**config.mk**
```make
export PLATFORM = sky130hd
export DESIGN_NAME = vga_box_renderer_flat
export DESIGN_NICKNAME = d
export VERILOG_FILES = /design/src/rtl/vga_box_renderer_if.sv /design/src/rtl/vga_box_renderer.sv /design/src/flat_wrapper.sv
export SDC_FILE = /design/constraint.sdc
export NUM_CORES = 1
export LEC_CHECK = 0
export ABC_AREA = 1
export BUFFER_PORTS_ARGS = -buffer_cell sky130_fd_sc_hd__buf_2
export CAP_MARGIN = 20
export CORE_ASPECT_RATIO = 2
export CORE_MARGIN = 5
export CORE_UTILIZATION = 35
export DETAILED_ROUTE_END_ITERATION = 16
export PLACE_DENSITY = 0.55
export RECOVER_POWER = 50
export SLEW_MARGIN = 5
export SYNTH_ARGS = -nofsm -noshare
export SYNTH_HDL_FRONTEND = slang
export SYNTH_SLANG_ARGS = --single-unit
```
**constraint.sdc**
```tcl
create_clock -name clk25 -period 2.4 [get_ports clk25]
set_clock_uncertainty 0.1 [all_clocks]
set_input_delay 0.48 -clock clk25 [delete_from_list [all_inputs] [get_ports clk25]]
set_output_delay 0.48 -clock clk25 [all_outputs]
set_load 0.05 [all_outputs]
```
**src/rtl/vga_box_renderer_if.sv**
```systemverilog
// Timing bus from the VGA sync/timing generator into the pixel stage.
// The generator (master) drives all signals; the renderer (slave) only reads.
interface vga_box_renderer_if;
  // Bus contract: there is no valid/ready handshake. One pixel slot per
  // clock, always accepted. in_vid_on marks a visible pixel slot.
  // row/col run one cycle ahead of in_hsync/in_vsync/in_vid_on, so the
  // consumer registers row/col once to line them up with the flags.
  logic        in_hsync;
  logic        in_vsync;
  logic        in_vid_on;
  logic [10:0] row;
  logic [10:0] col;

  modport master (
    output in_hsync,
    output in_vsync,
    output in_vid_on,
    output row,
    output col
  );

  modport slave (
    input in_hsync,
    input in_vsync,
    input in_vid_on,
    input row,
    input col
  );
endinterface

```
**src/rtl/vga_box_renderer.sv**
```systemverilog
// vga_box_renderer: pixel stage after the VGA timing generator.
// Draws a solid box over a background colour; the box bounces diagonally
// off the display edges, moving once per frame during vertical blanking.
// Optional macro VGA_BOX_BORDER_EN paints a white 1-pixel frame around the
// visible area, taking priority over box and background.
module vga_box_renderer #(
  parameter int          HDISP     = 640,
  parameter int          VDISP     = 480,
  parameter int          BOX_W     = 32,
  parameter int          BOX_H     = 32,
  parameter int          SPEED     = 2,
  parameter int          X0        = 100,
  parameter int          Y0        = 80,
  parameter logic [11:0] BG_COLOR  = 12'h008,
  parameter logic [11:0] BOX_COLOR = 12'hFF0
) (
  input  logic                clk25,
  input  logic                rst,
  vga_box_renderer_if.slave   tim,
  input  logic                run,
  output logic                hsync,
  output logic                vsync,
  output logic [11:0]         rgb,
  output logic [15:0]         frame_cnt,
  output logic [1:0]          dbg_state,
  output logic [10:0]         dbg_box_x,
  output logic [10:0]         dbg_box_y,
  output logic                dbg_dir_x,
  output logic                dbg_dir_y
);

  // Motion FSM encoding
  localparam logic [1:0] IDLE  = 2'd0;
  localparam logic [1:0] UPD_X = 2'd1;
  localparam logic [1:0] UPD_Y = 2'd2;

  // Direction encoding: forward = right (x) / down (y)
  localparam logic DIR_FWD  = 1'b0;
  localparam logic DIR_BACK = 1'b1;

  // 12-bit constants so box position + size + speed never wraps
  localparam logic [11:0] BOX_W12 = 12'(BOX_W);
  localparam logic [11:0] BOX_H12 = 12'(BOX_H);
  localparam logic [11:0] SPD12   = 12'(SPEED);
  localparam logic [11:0] HDISP12 = 12'(HDISP);
  localparam logic [11:0] VDISP12 = 12'(VDISP);

  localparam logic [10:0] SPD11   = 11'(SPEED);
  localparam logic [10:0] X_MAX   = 11'(HDISP - BOX_W);
  localparam logic [10:0] Y_MAX   = 11'(VDISP - BOX_H);
  localparam logic [10:0] X_RST   = 11'(X0);
  localparam logic [10:0] Y_RST   = 11'(Y0);

`ifdef VGA_BOX_BORDER_EN
  localparam logic [10:0] COL_LAST = 11'(HDISP - 1);
  localparam logic [10:0] ROW_LAST = 11'(VDISP - 1);
`endif

  logic [10:0] row_d;
  logic [10:0] col_d;
  logic        vsync_d;
  logic        fedge;
  logic [1:0]  state;
  logic [10:0] box_x;
  logic [10:0] box_y;
  logic        dir_x;
  logic        dir_y;

  logic [11:0] col_e;
  logic [11:0] row_e;
  logic [11:0] box_x_e;
  logic [11:0] box_y_e;
  logic        in_box;
  logic [11:0] pix;
  logic        hit_right;
  logic        hit_left;
  logic        hit_bottom;
  logic        hit_top;

  // Stage A: delay row/col one cycle so they line up with the in_* flags
  always_ff @(posedge clk25 or negedge rst) begin
    if (!rst) begin
      row_d <= '0;
      col_d <= '0;
    end else begin
      row_d <= tim.row;
      col_d <= tim.col;
    end
  end

  // Hit test and colour selection for the aligned pixel
  always_comb begin
    col_e   = {1'b0, col_d};
    row_e   = {1'b0, row_d};
    box_x_e = {1'b0, box_x};
    box_y_e = {1'b0, box_y};
    in_box  = (col_e >= box_x_e) && (col_e < box_x_e + BOX_W12) &&
              (row_e >= box_y_e) && (row_e < box_y_e + BOX_H12);
    pix     = in_box ? BOX_COLOR : BG_COLOR;
`ifdef VGA_BOX_BORDER_EN
    if ((col_d == 11'd0) || (col_d == COL_LAST) ||
        (row_d == 11'd0) || (row_d == ROW_LAST)) begin
      pix = 12'hFFF;
    end
`endif
  end

  // Stage B: register sync and colour to the pins, blanking outside video
  always_ff @(posedge clk25 or negedge rst) begin
    if (!rst) begin
      hsync <= 1'b1;
      vsync <= 1'b1;
      rgb   <= '0;
    end else begin
      hsync <= tim.in_hsync;
      vsync <= tim.in_vsync;
      rgb   <= tim.in_vid_on ? pix : 12'h000;
    end
  end

  // Falling edge of vsync marks the start of a new frame
  assign fedge = vsync_d & ~tim.in_vsync;

  // Remember previous vsync and count completed frames
  always_ff @(posedge clk25 or negedge rst) begin
    if (!rst) begin
      vsync_d   <= 1'b1;
      frame_cnt <= '0;
    end else begin
      vsync_d <= tim.in_vsync;
      if (fedge) begin
        frame_cnt <= frame_cnt + 16'd1;
      end
    end
  end

  // Edge conditions for the bounce decisions
  always_comb begin
    hit_right  = (box_x_e + BOX_W12 + SPD12) >= HDISP12;
    hit_left   = box_x <= SPD11;
    hit_bottom = (box_y_e + BOX_H12 + SPD12) >= VDISP12;
    hit_top    = box_y <= SPD11;
  end

  // Motion FSM: one axis per cycle right after the vsync falling edge.
  // vsync falls during vertical blanking, so the visible frame always sees
  // a stable box position without shadow registers.
  always_ff @(posedge clk25 or negedge rst) begin
    if (!rst) begin
      state <= IDLE;
      box_x <= X_RST;
      box_y <= Y_RST;
      dir_x <= DIR_FWD;
      dir_y <= DIR_FWD;
    end else begin
      case (state)
        IDLE: begin
          if (fedge && run) begin
            state <= UPD_X;
          end
        end
        UPD_X: begin
          if (dir_x == DIR_FWD) begin
            if (hit_right) begin
              box_x <= X_MAX;
              dir_x <= DIR_BACK;
            end else begin
              box_x <= box_x + SPD11;
            end
          end else begin
            if (hit_left) begin
              box_x <= 11'd0;
              dir_x <= DIR_FWD;
            end else begin
              box_x <= box_x - SPD11;
            end
          end
          state <= UPD_Y;
        end
        UPD_Y: begin
          if (dir_y == DIR_FWD) begin
            if (hit_bottom) begin
              box_y <= Y_MAX;
              dir_y <= DIR_BACK;
            end else begin
              box_y <= box_y + SPD11;
            end
          end else begin
            if (hit_top) begin
              box_y <= 11'd0;
              dir_y <= DIR_FWD;
            end else begin
              box_y <= box_y - SPD11;
            end
          end
          state <= IDLE;
        end
        default: begin
          state <= IDLE;
        end
      endcase
    end
  end

  // Observability of internal state
  assign dbg_state = state;
  assign dbg_box_x = box_x;
  assign dbg_box_y = box_y;
  assign dbg_dir_x = dir_x;
  assign dbg_dir_y = dir_y;

endmodule

```
**src/flat_wrapper.sv**
```systemverilog
// flat-port wrapper written by rule: the top's interface ports become plain ports
module vga_box_renderer_flat 
#(
  parameter int          HDISP     = 640,
  parameter int          VDISP     = 480,
  parameter int          BOX_W     = 32,
  parameter int          BOX_H     = 32,
  parameter int          SPEED     = 2,
  parameter int          X0        = 100,
  parameter int          Y0        = 80,
  parameter logic [11:0] BG_COLOR  = 12'h008,
  parameter logic [11:0] BOX_COLOR = 12'hFF0
)
  (clk25, rst, run, hsync, vsync, rgb, frame_cnt, dbg_state, dbg_box_x, dbg_box_y, dbg_dir_x, dbg_dir_y, tim_in_hsync, tim_in_vsync, tim_in_vid_on, tim_row, tim_col);
  vga_box_renderer_if tim_i ();
  input  logic clk25;
  input  logic rst;
  input  logic run;
  output logic hsync;
  output logic vsync;
  output logic [11:0] rgb;
  output logic [15:0] frame_cnt;
  output logic [1:0] dbg_state;
  output logic [10:0] dbg_box_x;
  output logic [10:0] dbg_box_y;
  output logic dbg_dir_x;
  output logic dbg_dir_y;
  input wire logic [$bits(tim_i.in_hsync)-1:0] tim_in_hsync;
  input wire logic [$bits(tim_i.in_vsync)-1:0] tim_in_vsync;
  input wire logic [$bits(tim_i.in_vid_on)-1:0] tim_in_vid_on;
  input wire logic [$bits(tim_i.row)-1:0] tim_row;
  input wire logic [$bits(tim_i.col)-1:0] tim_col;
  assign tim_i.in_hsync = tim_in_hsync;
  assign tim_i.in_vsync = tim_in_vsync;
  assign tim_i.in_vid_on = tim_in_vid_on;
  assign tim_i.row = tim_row;
  assign tim_i.col = tim_col;
  vga_box_renderer #(.HDISP(HDISP), .VDISP(VDISP), .BOX_W(BOX_W), .BOX_H(BOX_H), .SPEED(SPEED), .X0(X0), .Y0(Y0), .BG_COLOR(BG_COLOR), .BOX_COLOR(BOX_COLOR)) u_core (.clk25(clk25), .rst(rst), .tim(tim_i), .run(run), .hsync(hsync), .vsync(vsync), .rgb(rgb), .frame_cnt(frame_cnt), .dbg_state(dbg_state), .dbg_box_x(dbg_box_x), .dbg_box_y(dbg_box_y), .dbg_dir_x(dbg_dir_x), .dbg_dir_y(dbg_dir_y));
endmodule
```
==> metrics.md, run 1 <==
| Metric | Value |
|---|---|
| PwrDens | 1460 nW/um^2 |
| PortBufs | 76 |
| Worst-margin pin slew | 1.72 ns |
| Netlist cell types | 41 |
| Met3 WL | 467 um |
| Crit path max fanout | 4 |
| Num rows | 58 |
| Final WL | about 13 mm |
| Final Hold Vio Count | 0 |
| Syn Inst Count | 561 |
| DRT Pass-1 Iters | 4 |
| # DRC | 0 |
| Lkg Pwr | 2.86 nW |
| Placeable Area | 12600 um^2 |
| Achievable Freq | between 400 and 500 MHz |
| M1 wire length | 4.31 mm |
| Largest net degree at the start of global routing | 65 |
| Placed cell count | 790 |
| CTS tree | built |
| Die X | 90.4 um |
| Grt ovf | 0 |
| Crit path kind | flip-flop to flip-flop |
| Main flop type after synthesis | dfrtp_1 |
| Initial antenna violation count | 0 |
| Met2 routed WL | 7.34 mm |
| WL/cell | 15.9 um |
| Final setup violation count | 0 |
| RSZ-0062 raised after global routing | true |
| Ant diodes | 0 |
| Min Tclk post-route | between 2 and 2.5 ns |
| Die footprint | 15400 um^2 |
| Slew headroom | -14.8% |
| Worst skew pair latency | 0.33 ns |
| Post-DP HPWL | ~10 mm |
| Total GRT Usage | 16.9% |
| Max Cap Viol | 1 |
| Fin crit share | 95.2% |
| Clock sinks | 64 |
| GPL Wtd Cong | 0.956 |
| Post-synthesis sequential area ratio | 35.6% |
| Register area | 1610 um^2 |
| Portion of total power attributed to the clock network | 17.9% |
| Deepest clock path buffer count | 2 |
| CTS Buf Count | 9 |
| CP Launch Type | flip-flop |
| YS warnings | 0 |
| Critical path required time | 2.56 ns |
| Layout fillers | 1303 |
| Clock Pin Slew Worst Setup and Hold Paths | about 0.06 ns |
| Vias in the first global route | 4253 |
| Total number of vias | 4063 |
| Chip Height | 171 um |
| Reg power frac | 22.2% |
| Peak supply drop | 0.759 mV |
| Net Sw Frac | a little over half |
| Worst hold path type | input port to flip-flop |
| Layout cells sized above 1 | 26.8% |
| Share of the synthesized area in the top cell type | 31.5% |
| DR iter-0 viols | around 140 |
| I/O pin count | 84 |
| Post-synth ARST share | 100% |
| Fin Hold WS | 0.141 ns |
| Yosys top cell by area | dfrtp_1 |
| Synthesis-to-layout area growth | 22.6% |
| Total Power | about 8.1 mW |
| Int Power | around 3.9 mW |
| Most common cell in the netlist | nand2_1 |
| Initial core utilization | 35.8% |
| Post-synth EDFFs | 0 |
| NetSw | between 4 and 5 mW |
| CP Capture Type | flip-flop |
| Avg Cell Area, Syn | 8.06 um^2 |
| # nets final | 729 |
| DR vias/cell | 5.01 |
| Synth Register Bits | 64 |
| Largest cells by area after synthesis | dfrtp_1 32%, ha_1 12%, nand2_1 7.8% |
| Detail Route Antenna Nets | 0 |
| Final Non-Filler Cells | just over 800 |
| First-pass GRT wire length | 20.7 mm |
| Synth top cells by count | 94 x nand2_1, 66 x inv_1, 57 x dfrtp_1 |
| Highest metal used | met4 |
| Multi-input gate area | ~2600 um^2 |
| Logic pwr share | 59.9% |
| CTS root buffer | clkbuf_16 |
| Post-synthesis instance area | 4520 um^2 |
| H-tree depth | 3 |
| Final Max Slew Viols | 65 |
| Outcome | finished, violations left |
| CP arrival | 2.44 ns |
| Final core utilization | 43.9% |
| Failing checks | max-capacitance violations, max-slew violations |
==> worst max-delay path, stage by stage (launching register included) <==
cell and delay [ns]:
dfstp_2 0.58, nand3_2 0.09, nor2_1 0.25, nand3_1 0.14, and2_1 0.19, ha_1 0.30
nand2_1 0.07, o21ai_1 0.05, o21bai_1 0.15, nor2_1 0.14, nand2_1 0.07, nor2_1 0.08
==> layout make-up <==
| type | count | area share (%) |
|---|---|---|
| clock inverter | 7 | 1.85 |
| clock buffer | 9 | 4.06 |
| inverter | 74 | 5.01 |
| timing repair buffer | 103 | 10.4 |
| tap | 150 | 3.38 |
| multi-input combinational | 404 | 46.2 |
| sequential | 64 | 29.1 |
==> logic make-up (layout without fill, tap and decap cells) <==
group | count (synthesis) | in the layout | share of synthesized area (%)
AND/OR/NAND/NOR | 239 | 239 | 25.1
buffers and inverters | 97 | 193 | 9.85
AO/OA/AOI/OAI | 78 | 78 | 9.71
flip-flops | 64 | 64 | 35.6
adder cells (fa/ha/maj) | 45 | 45 | 12.4
XOR/XNOR | 36 | 36 | 6.97
other | 1 | 5 | 0.0829
multiplexers | 1 | 1 | 0.249
==> path summary, 6_finish.rpt <==
path                                                        from                                to  slack (ns)  cells after the start
worst max-delay path             u_core.dbg_box_y[6]$_DFFE_PN1P_          u_core.rgb[10]$_DFF_PN0_        0.11                     11
worst min-delay path                                tim_in_vsync            u_core.vsync$_DFF_PN1_        0.14                      1
worst max register to register   u_core.dbg_box_y[6]$_DFFE_PN1P_          u_core.rgb[10]$_DFF_PN0_        0.11                     11
worst min register to register  u_core.frame_cnt[15]$_DFFE_PN0P_  u_core.frame_cnt[15]$_DFFE_PN0P_        0.37                      1
max in group asynchronous                                    rst   u_core.dbg_box_y[5]$_DFFE_PN0P_        0.47                      2
min in group asynchronous                                    rst         u_core.col_d[5]$_DFF_PN0_        0.57                      2
==> power groups by stage <==
| stage | clock network, mW | logic [mW] | registers, mW |
|---|---|---|---|
| floorplan | 0 | 2.73 | 2.47 |
| global placement | 0 | 4.59 | 1.80 |
| detailed placement | 0 | 4.67 | 1.81 |
| CTS | 1.50 | 4.69 | 1.79 |
| global route | 1.55 | 5.36 | 1.85 |
| finish | 1.45 | 4.85 | 1.80 |
==> layer usage <==
layer | up-vias | track usage [%]
li1 | 2005 | -
met1 | 1903 | 15.7
met3 | 50 | 2.82
met2 | 105 | 33.0
met4 | 0 | 11.1
met5 | - | 0
==> registers in the layout, summed over array words and instances, names as in the netlist, 2 cells and up <==
| signal | flops |
|---|---|
| u_core.frame_cnt | 16 |
| u_core.col_d | 10 |
| u_core.dbg_box_x | 10 |
| u_core.dbg_box_y | 10 |
| u_core.row_d | 10 |
| u_core.dbg_state | 2 |
| u_core.rgb | 2 |
==> cells in the final DEF (no fill, tap or decap), types with 5 or more instances in the layout <==
cell | Yosys | routed
buf_4 | 17 | 24
nand2_2 | 12 | 12
nand2_1 | 94 | 93
inv_1 | 66 | 63
nand3_2 | 6 | 6
clkbuf_16 | 0 | 9
dfrtp_1 | 57 | 56
nor2_1 | 55 | 55
o21ai_1 | 4 | 6
inv_2 | 8 | 11
nand3_1 | 34 | 34
xnor2_1 | 10 | 10
xor2_1 | 26 | 25
conb_1 | 1 | 5
nand4_1 | 19 | 19
ha_1 | 45 | 41
o21ai_0 | 21 | 19
dfstp_2 | 7 | 7
a21oi_1 | 36 | 35
buf_2 | 2 | 73
==> timing repair <==
item,in CTS,in global routing
hold buffers,0,0
setup buffers,0,5
resized for setup,0,17
setup endpoints to repair,0,3
==> metrics by stage <==
| step | setup TNS, ns | setup slack, ns | cell area [um^2] |
|---|---|---|---|
| 5_1_grt | -0.0643 | -0.0459 | 5550 |
| 4_1_cts | 0 | 0.0688 | 5450 |
| 3_5_place_dp | 0 | 0.0948 | 5130 |
| 6_report | 0 | 0.114 | 5550 |
| 3_3_place_gp | 0 | 0.0936 | 5130 |
| 2_1_floorplan | 0 | 0.00741 | 4550 |
No activity file was read; power rests on OpenSTA's default activity.
==> run 2, diff against run 1 <==
--- a/config.mk
+++ b/config.mk
@@ -5,7 +5,7 @@
 export SDC_FILE = /design/constraint.sdc
 export NUM_CORES = 1
 export LEC_CHECK = 0
-export ABC_AREA = 1
+export ABC_AREA = 0
 export BUFFER_PORTS_ARGS = -buffer_cell sky130_fd_sc_hd__buf_2
 export CAP_MARGIN = 20
 export CORE_ASPECT_RATIO = 2
==> metrics.md, run 2 <==
| Metric | Value |
|---|---|
| Largest net degree at the start of global routing | 27 (-58%) |
| Chip Height | 167 um (-1.9%) |
| Worst-margin pin slew | 0.881 ns (-0.842 ns) |
| Placed cell count | 741 (-6.2%) |
| Fin Hold WS | 0.144 ns (+0.00250 ns) |
| Main flop type after synthesis | dfrtp_1 |
| Critical path buffers and inverters | 0 (unchanged) |
| Share of the synthesized area in the top cell type | 32.9% (+1.3 points) |
| Crit path depth | 10 (-1) |
| Top reg by flops | u_core.frame_cnt |
| Final Non-Filler Cells | 766 (-5.5%) |
| Total Power | 7.11 mW (-12%) |
| Syn Inst Count | 463 (-17%) |
| CTS root buffer | clkbuf_16 |
| Synthesized-area fraction occupied by xor and xnor cells | 5.25% (-1.7 points) |
| Layout cells sized above 1 | 39.4% (+13 points) |
| Die X | 88.7 um (-1.8%) |
| Post-DP HPWL | 11.0 mm (+6.6%) |
| Worst r2r path cells | 10 (-1) |
| Max FFs per register | 16 (unchanged) |
| Commonest cells after routing, fill and taps aside | 83 x buf_4, 74 x buf_2, 50 x dfrtp_1 |
| Post-synthesis mux area share | 1.21% (+0.96 points) |
| Fin crit share | 114% (+19 points) |
| Final Hold Vio Count | 0 (unchanged) |
| Largest family of logic cells by synthesized area | compound AO/OA/AOI/OAI gates |
| Failing checks | negative setup slack |
| CP arrival | 2.86 ns (+0.42 ns) |
| Peak supply drop | 0.775 mV (+2.0%) |
| Initial core utilization | 35.6% (-0.24 points) |
| CP Launch Type | flip-flop |
| Placeable Area | 12200 um^2 (-3.4%) |
| CP Capture Type | flip-flop |
| FF-to-FF setup slack | -0.35 ns (-0.46 ns) |
| PortBufs | 76 (unchanged) |
| Worst hold path type | input port to flip-flop |
| Crit path max fanout | 3 (-1) |
| CTS Buf Count | 9 (unchanged) |
| CTS tree | built |
| Worst hold path stage count | 1 (unchanged) |
| Worst path cell trace | ha_4 -> and3_4 -> xnor2_2 -> ha_1 -> a21oi_2 -> nor2b_1 -> o31ai_1 -> o21ai_1 -> or4_4 -> o31a_1 |
| Final Cell Area | 6060 um^2 (+9.4%) |
| I/O pin count | 84 (unchanged) |
| YS warnings | 0 (unchanged) |
| Worst path max stage delay | 0.64 ns (+0.06 ns) |
| Clock sinks | 64 (unchanged) |
| H-tree depth | 3 (unchanged) |
| First-pass GRT wire length | 21.8 mm (+5.5%) |
| Yosys top cell by area | dfrtp_1 |
| DR iter-0 viols | 104 (-23%) |
| Critical path required time | 2.52 ns (-0.04 ns) |
| Achievable Freq | 364 MHz (-17%) |
| Netlist cell types | 68 (+66%) |
| Setup WS pre-CTS | -0.394 ns (-0.488 ns) |
| Synth Area in Compound Gates | 19.6% (+9.9 points) |
| DRT Pass-1 Iters | 4 (unchanged) |
| Initial antenna violation count | 0 (unchanged) |
| Post-synth EDFFs | 0 (unchanged) |
| Worst skew pair latency | 0.33 ns (about the same) |
| # DRC | 0 (unchanged) |
| Num rows | 57 (-1.7%) |
| Final WL | 13.7 mm (+6.5%) |
| Total number of vias | 4218 (+3.8%) |
| Slew headroom | 41.3% (+56 points) |
| Dpl cell area | 5450 um^2 (+6.4%) |
| Synthesis-to-layout area growth | 39.8% |
| Largest cells by area after synthesis | dfrtp_1 33%, ha_1 13%, dfstp_2 4.2% |
| GPL Wtd Cong | 0.879 (-8.1%) |
| Final Max Slew Viols | 0 (-100%) |
| Vias in the first global route | 4453 (+4.7%) |
| Ant diodes | 0 (unchanged) |
| Delay-heaviest family, CP | simple AND/OR/NAND/NOR gates |
| Die footprint | 14900 um^2 (-3.7%) |
| Deepest clock path buffer count | 2 (unchanged) |
| Synth top cells by count | 57 x dfrtp_1, 45 x ha_1, 32 x nor2_1 |
| Min Tclk post-route | 2.75 ns (+0.461 ns) |
| Most common cell after layout, fill and taps aside | buf_4 |
| WL/cell | 17.9 um (+13%) |
| # nets final | 687 (-5.8%) |
| PwrDens | 1170 nW/um^2 (-20%) |
| Post-synthesis instance area | 4340 um^2 (-4.1%) |
| Lkg Pwr | 2.81 nW (-1.7%) |
| Final worst slack | -0.346 ns (-0.461 ns) |
| Post-synth ARST share | 100% (unchanged) |
| Post-Synth Adder-Cell Area | 13.0% (+0.53 points) |
| Clock Pin Slew Worst Setup and Hold Paths | 0.06 ns (about the same) |
| Grt ovf | 0 (unchanged) |
| Synth Register Bits | 64 (unchanged) |
| Total GRT Usage | 19.1% (+2.1 points) |
| DR vias/cell | 5.51 (+9.9%) |
| Post-synthesis sequential area ratio | 37.1% (+1.5 points) |
| Final setup violation count | 22 (+22) |
| Most common cell in the netlist | dfrtp_1 |
| Outcome | finished, violations left |
| Critical-path top delay cell | dfstp_4 |
| Detail Route Antenna Nets | 0 (unchanged) |
| Avg Cell Area, Syn | 9.37 um^2 (+16%) |
| RSZ-0062 raised after global routing | true |
| Post-Synth Simple-Gate Area | 17.1% (-8.0 points) |
| Crit path kind | flip-flop to flip-flop |
| Max Cap Viol | 0 (-1) |
## run 2: cell count changes in the layout (fill, tap and decap cells not counted), moves of 8 or more
cell	before	now
nand2_2	12	0
xnor2_1	10	18
inv_2	11	3
inv_1	63	22
and3_1	0	10
nand3_1	34	16
buf_4	24	83
xor2_1	25	5
o21ai_0	19	9
nand2_1	93	24
nor2_1	55	29
a31oi_1	1	9
a21oi_1	35	19
## run 2: logic make-up (layout without fill, tap and decap cells)
logic type      after synthesis  in the layout
xor+xnor                     26             26
mux                           5              5
simple gates                140            140
compound gates              123            123
fa+ha+maj                    45             45
buf+inv                      59            211
other cells                   1              5
flops                        64             64
## run 2: area by class of cell
class	count	area [um^2]
inverter	29	116
clock buffer	10	239
fill	1143	6130
clock inverter	6	115
sequential	64	1630
timing repair buffer	166	1060
multi-input combinational	344	2720
tap	147	184
## run 2: repair_timing
action,CTS,global route
endpoints found under the hold margin,15,0
pin swaps,8,18
endpoints found under the setup margin,21,24
resized for setup,20,27
buffers inserted,3,5
hold buffers,1,0
## run 2: worst register-to-register path: cells and delay by family, from the launching register on
| family | cells | cell delay, ns |
|---|---|---|
| adder cells (fa/ha/maj) | 2 | 0.47 |
| AO/OA/AOI/OAI | 4 | 0.69 |
| XOR/XNOR | 1 | 0.06 |
| AND/OR/NAND/NOR | 3 | 0.68 |
| flip-flops | 1 | 0.64 |
## run 2: layer usage
layer / part of all wire, % / track usage (%)
met5: 0 / 0
met4: 5.8 / 12.8
met3: 3.6 / 3.20
met2: 59 / 35.7
met1: 32 / 17.7
## run 2: stage by stage
step / setup TNS, ns / utilization (%)
after global placement: -3.56 / 44.7
after CTS: -2.55 / 48.8
after detailed placement: -3.65 / 44.7
after floorplan: -1.33 / -
after global routing: -5.60 / 49.7
final: -2.99 / 49.7
## run 2: power by group
part | total (mW) | switching [mW] | leakage (nW) | internal (mW)
Clock | 1.54 | 0.497 | 0.169 | 1.05
Sequential | 1.62 | 0.295 | 0.771 | 1.32
Combinational | 3.95 | 2.35 | 1.87 | 1.59
## run 2: final timing paths
kind                                             startpoint                               end
setup / recovery            u_core.dbg_box_x[6]$_DFFE_PN1P_           u_core.rgb[3]$_DFF_PN0_
hold / removal                                 tim_in_hsync            u_core.hsync$_DFF_PN1_
setup reg to reg            u_core.dbg_box_x[6]$_DFFE_PN1P_           u_core.rgb[3]$_DFF_PN0_
hold reg to reg            u_core.frame_cnt[15]$_DFFE_PN0P_  u_core.frame_cnt[15]$_DFFE_PN0P_
max in group asynchronous                               rst   u_core.dbg_box_y[8]$_DFFE_PN0P_
min in group asynchronous                               rst  u_core.frame_cnt[11]$_DFFE_PN0P_
==> run 3, diff against run 2 <==
--- a/config.mk
+++ b/config.mk
@@ -8,11 +8,13 @@
 export ABC_AREA = 0
 export BUFFER_PORTS_ARGS = -buffer_cell sky130_fd_sc_hd__buf_2
 export CAP_MARGIN = 20
+export CELL_PAD_IN_SITES_DETAIL_PLACEMENT = 1
+export CELL_PAD_IN_SITES_GLOBAL_PLACEMENT = 2
 export CORE_ASPECT_RATIO = 2
 export CORE_MARGIN = 5
-export CORE_UTILIZATION = 35
+export CORE_UTILIZATION = 31
 export DETAILED_ROUTE_END_ITERATION = 16
-export PLACE_DENSITY = 0.55
+export PLACE_DENSITY = 0.75
 export RECOVER_POWER = 50
 export SLEW_MARGIN = 5
 export SYNTH_ARGS = -nofsm -noshare
==> metrics.md, run 3 (synthesis gave the netlist of run 2 again) <==
| Metric | Value |
|---|---|
| Final setup violation count | 19 (-14%) |
| Final Hold Vio Count | 0 (unchanged) |
| CTS root buffer | clkbuf_16 |
| Initial antenna violation count | 0 (unchanged) |
| RSZ-0062 raised after global routing | true |
| Worst path cell trace | ha_4 -> and3_4 -> xnor2_2 -> ha_4 -> a21oi_2 -> nor2b_1 -> o31ai_2 -> o21ai_1 -> or4_4 -> o31a_1 |
| Max Cap Viol | 0 (unchanged) |
| H-tree depth | 3 (unchanged) |
| Clock sinks | 64 (unchanged) |
| Critical-path top delay cell | dfstp_4 |
| Outcome | finished, violations left |
| Top reg by flops | u_core.frame_cnt |
| Lkg Pwr | 2.89 nW (+3.0%) |
| Clock Pin Slew Worst Setup and Hold Paths | 0.06 ns (about the same) |
| Max FFs per register | 16 (unchanged) |
| Vias in the first global route | 4982 (+12%) |
| Placeable Area | 13800 um^2 (+13%) |
| CP Capture Type | flip-flop |
| Ant diodes | 0 (unchanged) |
| Grt ovf | 0 (unchanged) |
| Total number of vias | 4367 (+3.5%) |
| CP startpoint | u_core.dbg_box_x[5]$_DFFE_PN1P_ |
| Final worst slack | -0.462 ns (-0.116 ns) |
| Die X | 93.7 um (+5.6%) |
| GPL Wtd Cong | 0.975 (+11%) |
| Worst hold path type | input port to flip-flop |
| Fin Hold WS | 0.135 ns (-0.00853 ns) |
| Post-DP HPWL | 12.7 mm (+16%) |
| Register area | 1630 um^2 (unchanged) |
| Crit path kind | flip-flop to flip-flop |
| Die footprint | 16600 um^2 (+12%) |
| Layout fillers | 1564 (+37%) |
| Multi-input gate area | 2960 um^2 (+8.7%) |
| Total GRT Usage | 20.9% (+1.9 points) |
| PwrDens | 1200 nW/um^2 (+2.2%) |
| Initial core utilization | 31.4% (-4.2 points) |
| I/O pin count | 84 (unchanged) |
| Detail Route Antenna Nets | 0 (unchanged) |
| DR vias/cell | 5.34 (-3.0%) |
| Crit path to | u_core.rgb[3]$_DFF_PN0_ |
| FF-to-FF setup slack | -0.46 ns (-0.12 ns) |
| Layout cells sized above 1 | 44.2% (+4.8 points) |
| Failing checks | negative setup slack |
| CTS Buf Count | 9 (unchanged) |
| Reg2reg end | u_core.rgb[3]$_DFF_PN0_ |
| Peak supply drop | 0.650 mV (-16%) |
| Min Tclk post-route | 2.86 ns (+0.116 ns) |
| Worst skew pair latency | 0.34 ns (about the same) |
| Worst-margin pin slew | 0.903 ns (+0.0224 ns) |
| Worst path max stage delay | 0.66 ns (+0.02 ns) |
| Deepest clock path buffer count | 2 (unchanged) |
| Num rows | 61 (+7.0%) |
| R2r startpoint | u_core.dbg_box_x[5]$_DFFE_PN1P_ |
| Largest net degree at the start of global routing | 33 (+22%) |
| First-pass GRT wire length | 26.1 mm (+20%) |
| Commonest cells after routing, fill and taps aside | 86 x buf_4, 72 x buf_2, 50 x dfrtp_1 |
| WL/cell | 21.1 um (+17%) |
| # nets final | 697 (+1.5%) |
| Worst r2r path cells | 10 (unchanged) |
| Final Non-Filler Cells | 818 (+6.8%) |
| Crit-path most repeated cell | ha_4 |
| Most common cell after layout, fill and taps aside | buf_4 |
| CP arrival | 2.98 ns (+0.12 ns) |
| Critical path required time | 2.52 ns (about the same) |
| Slew headroom | 39.8% (-1.5 points) |
| Fin crit share | 119% (+4.8 points) |
| Final Max Slew Viols | 0 (unchanged) |
| Final WL | 17.2 mm (+25%) |
| CTS tree | built |
| DRT Pass-1 Iters | 4 (unchanged) |
| # DRC | 0 (unchanged) |
| Setup WS pre-CTS | -0.582 ns (-0.189 ns) |
| CP Launch Type | flip-flop |
| PortBufs | 76 (unchanged) |
| Achievable Freq | 349 MHz (-4.0%) |
| Chip Height | 177 um (+5.9%) |
| DR iter-0 viols | 130 (+25%) |
| Crit path max fanout | 4 (+1) |
| Placed cell count | 789 (+6.5%) |
| Synthesis-to-layout area growth | 48.5% |
[run 3: timing repair]
action                     4_1_cts  5_1_grt
pin swaps                       23       23
buffers inserted                11        5
hold endpoints to repair         1        0
resized for setup               60       39
setup endpoints to repair       21       24
hold buffers                     1        0
[run 3: area by class of cell]
cell class                 count  area share [%]
clock buffer                  10            3.71
clock inverter                 6            1.44
multi-input combinational    344            45.9
inverter                      29            1.88
sequential                    64            25.3
tap                          189            3.67
timing repair buffer         176            18.1
[run 3: worst min path at each step]
stage / depth (start not counted) / slack, ns / from / endpoint
4_1_cts: 1 / 0.13 / tim_row[3] / u_core.row_d[3]$_DFF_PN0_
6_report: 1 / 0.14 / tim_in_vsync / u_core.vsync$_DFF_PN1_
3_5_place_dp: 1 / 0.17 / rst / u_core.dbg_box_y[9]$_DFFE_PN0P_
3_3_place_gp: 1 / 0.17 / rst / u_core.dbg_box_y[9]$_DFFE_PN0P_
5_1_grt: 1 / 0.12 / tim_row[1] / u_core.row_d[1]$_DFF_PN0_
2_1_floorplan: 0 / 0.08 / rst / u_core.col_d[10]$_DFF_PN0_
[run 3: routing by layer]
metal | vias up | global-route usage [%] | part of all wire (%)
li1 | 2017 | - | -
met3 | 61 | 3.86 | 2.6
met5 | - | 0 | 0
met1 | 2185 | 17.7 | 31
met4 | 0 | 14.0 | 6.3
met2 | 104 | 41.9 | 60
[run 3: metrics by stage]
stage	setup TNS, ns	utilization (%)	cell area, um^2	power (mW)
final	-2.23	46.6	6440	7.72
after global routing	-3.85	46.6	6440	8.13
after CTS	-2.27	45.1	6230	7.34
after detailed placement	-4.56	40.1	5540	5.37
after global placement	-4.21	40.1	5540	5.25
after floorplan	-1.33	-	4460	3.81
[run 3: worst max-delay path, delay by kind of cell, from the launching register on]
| family | cells | cell delay, ns |
|---|---|---|
| AOI/OAI and AO/OA | 4 | 0.74 |
| xor gates and xnor gates | 1 | 0.13 |
| and+or+nand+nor | 3 | 0.71 |
| DFF | 1 | 0.66 |
| adders and majority gates | 2 | 0.41 |
[run 3: power by group]
part	total, mW	leakage, nW	switching, mW	internal (mW)
Sequential	1.65	0.771	0.330	1.32
Clock	1.49	0.155	0.551	0.942
Combinational	4.58	1.97	2.71	1.87
